<file path="src/rtl/pipe_reg_skid_pkg.sv">
// Shared definitions for the pipe_reg_skid elastic pipeline register.
// Stage state encodings: bit 0 means M holds a beat, bit 1 means S holds a beat.
package pipe_reg_skid_pkg;

  typedef enum logic [1:0] {
    ST_EMPTY = 2'b00,
    ST_ONE   = 2'b01,
    ST_FULL  = 2'b11
  } stage_state_e;

endpackage

</file>
<file path="src/rtl/pipe_reg_skid_stage.sv">
// One skid-buffer stage: main reg M plus skid reg S. Ready is a registered state bit.
// Optional flush input exists only when PIPE_REG_FLUSH_EN is defined.
module skid_stage
  import pipe_reg_skid_pkg::*;
#(
  parameter int WIDTH = 34
) (
  input  logic             clk,
  input  logic             srst,
`ifdef PIPE_REG_FLUSH_EN
  input  logic             flush,
`endif
  input  logic             in_valid,
  output logic             in_ready,
  input  logic [WIDTH-1:0] in_data,
  output logic             out_valid,
  input  logic             out_ready,
  output logic [WIDTH-1:0] out_data
);

  stage_state_e     state_reg;
  logic [WIDTH-1:0] m_reg;
  logic [WIDTH-1:0] s_reg;
  logic             push;
  logic             pop;
  logic             flush_w;

`ifdef PIPE_REG_FLUSH_EN
  assign flush_w = flush;
`else
  assign flush_w = 1'b0;
`endif

  // The encoding makes ready and valid plain register bits, so ready never
  // depends combinationally on the downstream out_ready.
  assign in_ready  = ~state_reg[1];
  assign out_valid = state_reg[0];
  assign out_data  = m_reg;
  assign push      = in_valid & in_ready;
  assign pop       = out_valid & out_ready;

  always_ff @(posedge clk) begin
    if (srst) begin
      state_reg <= ST_EMPTY;
      m_reg     <= '0;
      s_reg     <= '0;
    end else if (flush_w) begin
      state_reg <= ST_EMPTY;
    end else begin
      case (state_reg)
        ST_EMPTY: begin
          if (push) begin
            m_reg     <= in_data;
            state_reg <= ST_ONE;
          end
        end
        ST_ONE: begin
          if (push && pop) begin
            m_reg <= in_data;
          end else if (push) begin
            s_reg     <= in_data;
            state_reg <= ST_FULL;
          end else if (pop) begin
            state_reg <= ST_EMPTY;
          end
        end
        ST_FULL: begin
          if (pop) begin
            m_reg     <= s_reg;
            state_reg <= ST_ONE;
          end
        end
        default: state_reg <= ST_EMPTY;
      endcase
    end
  end

endmodule

</file>
<file path="src/rtl/pipe_reg_skid.sv">
// Elastic pipeline register: DEPTH cascaded skid stages with valid/ready on both sides.
// Define PIPE_REG_FLUSH_EN to add the FLUSH port that empties every stage.
module pipe_reg_skid
  import pipe_reg_skid_pkg::*;
#(
  parameter int WIDTH = 34,
  parameter int DEPTH = 2
) (
  input  logic             C,
  input  logic             R,
`ifdef PIPE_REG_FLUSH_EN
  input  logic             FLUSH,
`endif
  input  logic             in_valid,
  output logic             in_ready,
  input  logic [WIDTH-1:0] in_data,
  output logic             out_valid,
  input  logic             out_ready,
  output logic [WIDTH-1:0] out_data
);

  logic [DEPTH:0]   v_chain;
  logic [DEPTH:0]   r_chain;
  logic [WIDTH-1:0] d_chain [DEPTH+1];

  assign v_chain[0]     = in_valid;
  assign d_chain[0]     = in_data;
  assign r_chain[DEPTH] = out_ready;
  assign out_valid      = v_chain[DEPTH];
  assign out_data       = d_chain[DEPTH];

  // Stage 0 ignores pushes while clearing, so masking only the visible ready
  // keeps upstream from believing a beat was taken.
`ifdef PIPE_REG_FLUSH_EN
  assign in_ready = r_chain[0] & ~R & ~FLUSH;
`else
  assign in_ready = r_chain[0] & ~R;
`endif

  generate
    for (genvar gi = 0; gi < DEPTH; gi++) begin : g_stage
      skid_stage #(
        .WIDTH(WIDTH)
      ) u_stage (
        .clk      (C),
        .srst     (R),
`ifdef PIPE_REG_FLUSH_EN
        .flush    (FLUSH),
`endif
        .in_valid (v_chain[gi]),
        .in_ready (r_chain[gi]),
        .in_data  (d_chain[gi]),
        .out_valid(v_chain[gi+1]),
        .out_ready(r_chain[gi+1]),
        .out_data (d_chain[gi+1])
      );
    end
  endgenerate

endmodule

</file>
<file path="config.mk">
export PLATFORM = sky130hd
export DESIGN_NAME = pipe_reg_skid
export DESIGN_NICKNAME = d
export VERILOG_FILES = /design/src/rtl/pipe_reg_skid_pkg.sv /design/src/rtl/pipe_reg_skid_stage.sv /design/src/rtl/pipe_reg_skid.sv
export SDC_FILE = /design/constraint.sdc
export NUM_CORES = 1
export LEC_CHECK = 0
export ABC_AREA = 0
export ABC_CLOCK_PERIOD_IN_PS = 4900
export CAP_MARGIN = 10
export CORE_MARGIN = 8
export CORE_UTILIZATION = 40
export CTS_CLUSTER_SIZE = 16
export DETAILED_ROUTE_END_ITERATION = 8
export DONT_BUFFER_PORTS = 1
export MAX_ROUTING_LAYER = met4
export REMOVE_ABC_BUFFERS = 1
export SYNTH_ARGS = -nofsm -noshare
export SYNTH_HDL_FRONTEND = slang
export SYNTH_SLANG_ARGS = --single-unit
</file>
<file path="constraint.sdc">
create_clock -name C -period 4.9 [get_ports C]
set_input_delay 0.49 -clock C [delete_from_list [all_inputs] [get_ports C]]
set_output_delay 0.49 -clock C [all_outputs]
set_load 0.05 [all_outputs]
</file>
==> results of run 1 <==
==> per-layer routing <==
| layer | share of wire [%] | wire length [microns] | up-vias |
|---|---|---|---|
| li1 | - | - | 2237 |
| met1 | 42 | 6129 | 2146 |
| met2 | 49 | 7099 | 93 |
| met3 | 7.2 | 1033 | 16 |
| met4 | 1.2 | 178 | 0 |
| met5 | 0 | 0 | - |
==> cells in the final DEF, fill, tap and decap left out, drive strengths merged <==
| master | netlist | layout |
|---|---|---|
| a211oi | 68 | 68 |
| a21boi | 2 | 2 |
| nand4bb | 1 | 1 |
| inv | 4 | 5 |
| nand4b | 1 | 1 |
| a211o | 2 | 2 |
| ha | 10 | 10 |
| clkinv | 0 | 4 |
| mux2i | 70 | 70 |
| and2 | 2 | 2 |
| nor3 | 2 | 2 |
| nand2 | 137 | 137 |
| a21oi | 139 | 139 |
| clkbuf | 24 | 19 |
| nor2 | 4 | 4 |
| clkinvlp | 0 | 5 |
| a22oi | 2 | 2 |
| nor2b | 1 | 1 |
| dfxtp | 140 | 140 |
| nand3 | 1 | 1 |
| xnor2 | 2 | 2 |
| bufinv | 0 | 3 |
| nand2b | 5 | 5 |
| nand3b | 2 | 2 |
| buf | 68 | 4 |
| mux2 | 2 | 2 |
==> area by class of cell <==
cell class,count,area (sq um),share of cell area [%]
multi-input cells,453,2838,43.45
flip-flops and latches,140,2803,42.91
clock buffers,19,442.9,6.782
well taps,188,235.2,3.602
clock inverters,13,167.7,2.567
repair buffers,4,30.03,0.4598
inverters,4,15.01,0.2299
==> worst max path at each step <==
| stage | end | startpoint | slack (ns) |
|---|---|---|---|
| finish | g_stage[1].u_stage.out_data[24] | g_stage[1].u_stage.state_reg[0] | 1.89 |
| global route | g_stage[1].u_stage.out_data[24] | g_stage[1].u_stage.state_reg[0] | 1.72 |
| CTS | g_stage[1].u_stage.out_data[24] | g_stage[1].u_stage.state_reg[0] | 1.88 |
| detailed placement | g_stage[1].u_stage.out_data[24] | g_stage[1].u_stage.state_reg[0] | 1.89 |
| global placement | g_stage[1].u_stage.out_data[26] | g_stage[1].u_stage.state_reg[0] | 2.00 |
| floorplan | g_stage[1].u_stage.out_data[0] | g_stage[1].u_stage.state_reg[0] | 1.46 |
==> synthesized netlist by cell type <==
library cell and number:
dfxtp_1 140, nand2_1 137, a21oi_1 136, mux2i_1 70, a211oi_1 68, buf_4 43
clkbuf_1 24, buf_2 19, ha_1 10, buf_6 6, nand2b_1 5, inv_1 4
nor2_1 4, a21oi_2 3, a211o_1 2, a21boi_2 2, a22oi_4 2, and2_1 2
nand3b_1 2, nor3_1 2, xnor2_1 2, mux2_1 1, mux2_2 1, nand3_1 1
nand4b_1 1, nand4bb_1 1, nor2b_1 1
==> power breakdown <==
part | switching [mW] | internal (mW) | leakage, nW
Sequential | 0.790 | 1.46 | 1.15
Clock | 0.490 | 0.816 | 0.282
Combinational | 0.857 | 0.489 | 0.633
==> logic make-up after synthesis <==
group | count (synthesis) | synth area share [%]
buffers and inverters | 96 | 9.543
DFF | 140 | 45.29
adders and majority gates | 10 | 2.022
AOI/OAI and AO/OA | 213 | 21.01
xor gates and xnor gates | 2 | 0.2831
and+or+nand+nor | 156 | 10.17
muxes | 72 | 11.69
==> worst max-delay path, cell delays in order, from the launching register on <==
cell	delay [ns]
dfxtp_1	0.85
inv_1	0.22
ha_1	0.29
a22oi_4	0.78
and2_1	0.23
buf_4	0.35
a211oi_1	0.14
==> metrics.cfg, run 1 <==
[clocking]
postCtsHoldBufs=0
ctsResizeCount=0
cts_tree=built
clock_path_buffers=2
cts_root_buffer=clkbuf_16
post_cts_buffers=0
ctsHtreeMaxLevel=4
cts_buffers=17
clk_pin_slew_ns=0.06
cts_sinks=140
insertion_delay_ns=0.41

[yosys]
yosys.area.top_type=dfxtp_1
synth_top_area_share_pct=45.29
yosys-top-cells-area=dfxtp_1 45%, mux2i_1 11%, a21oi_1 11%
syn_area_sq_mm=0.006188
ys_warn_count=0
synth_seq_area_share_pct=45.29
ys_ff_latch=140
synth_area_per_cell_sq_um=8.982
synthDistinctLibCells=27
netlist_instances=689

[floorplanning]
rows=45
die_w_microns=140.4
fp.coreArea_sq_mm=0.01515
ioPinCount=74
die_h_microns=140.4
die_area_sq_mm=0.01971
initial_utilization_pct=40.86

[run]
cap_violations=0

[timing]
drv_slew=0
finClkSkew_ns=0.01011
finalCritPeriodShare_pct=61.50
rsz0062_at_grt=no
setup_violations=0
period_minus_slack_ns=3.013
hold_viol_final=0
whs_ns=0.1749
fin_ws_ns=1.887
worst_slew_margin_rel_pct=26.88
tightest_slew_ns=1.097
tns_ns=0
max_freq_ghz=0.3319

[worst_setup_path]
reg2reg_to=g_stage[1].u_stage.out_data[24]
required_ns=5.17
crit_fanout=36
arrival_ns=3.28
r2r_slack_ns=1.89
crit_type=register to register
regToRegStartpoint=g_stage[1].u_stage.state_reg[0]
worst_setup_path_start_kind=register
worst_r2r_path_depth=6
critPathCaptureType=register

[global_routing]
busiest_layer=met2
antenna_found_initial=0
grt-ovfl-total=0
grt_usage_pct=15.22
met3_usage_pct=5.708
use_met1_pct=16.79
grt_max_degree=146
grt_pass1_vias=4304
grt_pass1_wl_mm=23.09
gr-usage-met2_pct=25.13

[hold_path]
hold_depth=1
hold_path.class=input pin to register
whs_endpoint=g_stage[0].u_stage.s_reg[26]
min_from=R

[power]
peakVddDrop_mv=0.3579
power_mw=4.907
power.density_mw_per_mm2=751.2
p_leak_nw=2.061

[finish]
antenna_cells=0
nFillCells=1456
nets=668
postLayoutCoreUtil_pct=43.12
area_delta_synth_final_pct=5.540
layout-drive-gt1-share_pct=7.583
design_area_sq_mm=0.006531
finalNonFillerCells=821

[placement]
dp.cells=789
routabilityCongestion=0.7513
pre_cts_slack_ns=1.893
io_buffers=0
place_hpwl_mm=8.749
place_area_sq_mm=0.005921

[route]
via_per_inst=5.471
postRouteAntennaNets=0
wire_per_inst_microns=17.59
drc=0
first_iter_violations=248
wl_mm=14.44
num_vias=4492
drtPass1Iterations=4

[outcome]
outcome=completed

(Power assumes the default switching activity.)
==> run 2: changes to the inputs <==
- ABC_CLOCK_PERIOD_IN_PS: 4900 -> 2580
- clock period: 4.9 -> 2.58 ns (I/O delays scaled with it)
==> metrics.cfg, run 2 (synthesis results as in run 1) <==
[outcome]
outcome=completed

[route]
drtPass1Iterations=5
via_per_inst=5.345
wl_mm=15.43
postRouteAntennaNets=0
wire_per_inst_microns=17.39
num_vias=4741
drc=0
first_iter_violations=295

[finish]
antenna_cells=0
area_delta_synth_final_pct=17.04
postLayoutCoreUtil_pct=47.82
finalNonFillerCells=887
layout-drive-gt1-share_pct=10.01
final_cell_mix=138 x dfxtp_1, 137 x nand2_1, 136 x a21oi_1, 70 x mux2i_1, 68 x a211oi_1
nets=735
design_area_sq_mm=0.007243
final_common_cell=dfxtp_1

[worst_setup_path]
worst_path_max_delay_cell=dlygate4sd3_1
crit_fanout=21
r2r_slack_ns=0.15
crit_chain=inv_1, ha_1, a22oi_4, and2_1, buf_4, a211oi_1, dlygate4sd3_1
reg2reg_to=g_stage[0].u_stage.out_data[8]
max_stage_delay_ns=0.57
regToRegStartpoint=g_stage[0].u_stage.state_reg[1]
required_ns=2.88
worst_setup_path_start_kind=register
critical_path_buf_inv_count=3
critPathCaptureType=register
crit_type=register to register
worst_r2r_path_depth=7
arrival_ns=2.73
cp_top_family=buffers and inverters

[clocking]
cts_tree=built
clk_pin_slew_ns=0.06
cts_root_buffer=clkbuf_16
cts_buffers=17
ctsHtreeMaxLevel=4
insertion_delay_ns=0.41
clock_path_buffers=2
cts_sinks=140

[timing]
drv_slew=0
setup_violations=0
finClkSkew_ns=0.005895
fin_ws_ns=0.1475
hold_viol_final=0
tns_ns=0
max_freq_ghz=0.4111
tightest_slew_ns=0.8585
whs_ns=0.04600
worst_slew_margin_rel_pct=42.70
period_minus_slack_ns=2.432
finalCritPeriodShare_pct=94.28

[global_routing]
grt_usage_pct=16.20
grt_max_degree=124
antenna_found_initial=0
grt-ovfl-total=0
grt_pass1_wl_mm=24.83
grt_pass1_vias=4557

[hold_path]
min_from=R
hold_path.class=input pin to register
hold_depth=2
whs_endpoint=g_stage[0].u_stage.state_reg[0]

[placement]
dp.cells=805
place_hpwl_mm=9.239
pre_cts_slack_ns=0.4800
routabilityCongestion=0.8155
place_area_sq_mm=0.006053
io_buffers=0

[power]
power.density_mw_per_mm2=1374
p_sw_mw=4.095
p_int_mw=5.858
clkPwrFrac_pct=26.7
power_mw=9.953
peakVddDrop_mv=0.5425
p_seq_share_pct=41.9
p_comb_share_pct=31.4
sw_frac_of_total_pct=41.14
p_leak_nw=2.420

[floorplanning]
fp.coreArea_sq_mm=0.01515
die_area_sq_mm=0.01971
initial_utilization_pct=40.86
die_w_microns=140.4
rows=45
die_h_microns=140.4
ioPinCount=74

[run]
cap_violations=0

-- run 2: cell count changes in the layout (fill, tap and decap cells not counted), moves of 2 or more --
| cell | before | now |
|---|---|---|
| clkinv_4 | 3 | 1 |
| buf_4 | 4 | 20 |
| clkinvlp_4 | 5 | 3 |
| dlygate4sd3_1 | 0 | 47 |
| bufinv_16 | 3 | 5 |
| buf_12 | 0 | 2 |
| dfxtp_2 | 0 | 2 |
| dfxtp_1 | 140 | 138 |
-- run 2: area by class of cell --
cell class,count,area (sq um)
Multi-Input combinational cell,453,2840
Timing Repair Buffer,71,699.4
Inverter,4,15.01
Fill cell,1397,7903
Clock buffer,20,456.7
Tap cell,188,235.2
Sequential cell,140,2805
Clock inverter,11,191.4
-- run 2: repair_timing --
item                                   CTS  global route
hold buffers                            48             0
setup endpoints to repair                0            13
endpoints found under the hold margin  136             0
buffers inserted                         0             3
resized for setup                        0             4
-- run 2: worst max path at each step --
stage	from	end	slack (ns)	cells after the start
finish	g_stage[0].u_stage.state_reg[1]	g_stage[0].u_stage.out_data[8]	0.15	7
global route	g_stage[0].u_stage.state_reg[1]	g_stage[0].u_stage.out_data[9]	-0.01	7
CTS	g_stage[0].u_stage.state_reg[1]	g_stage[0].u_stage.out_data[17]	0.02	7
detailed placement	g_stage[0].u_stage.state_reg[0]	g_stage[1].u_stage.out_data[1]	0.48	6
global placement	g_stage[0].u_stage.state_reg[0]	g_stage[1].u_stage.s_reg[29]	0.57	4
floorplan	g_stage[1].u_stage.state_reg[0]	g_stage[1].u_stage.out_data[0]	-0.86	4
-- run 2: routing by layer --
metal | vias to the layer above | GRT usage, % | wire length, microns
li1 | 2379 | - | -
met1 | 2233 | 19.21 | 6619
met2 | 104 | 25.36 | 7537
met3 | 25 | 4.859 | 994
met4 | 0 | 6.400 | 274
met5 | - | - | 0
-- run 2: power groups by stage --
stage | logic [mW] | registers, mW | clock network (mW)
final | 3.13 | 4.17 | 2.65
after global routing | 3.46 | 4.26 | 2.83
after CTS | 3.06 | 4.18 | 2.70
after detailed placement | 2.84 | 4.22 | 0
after global placement | 2.74 | 4.20 | 0
after floorplan | 1.91 | 4.09 | 0
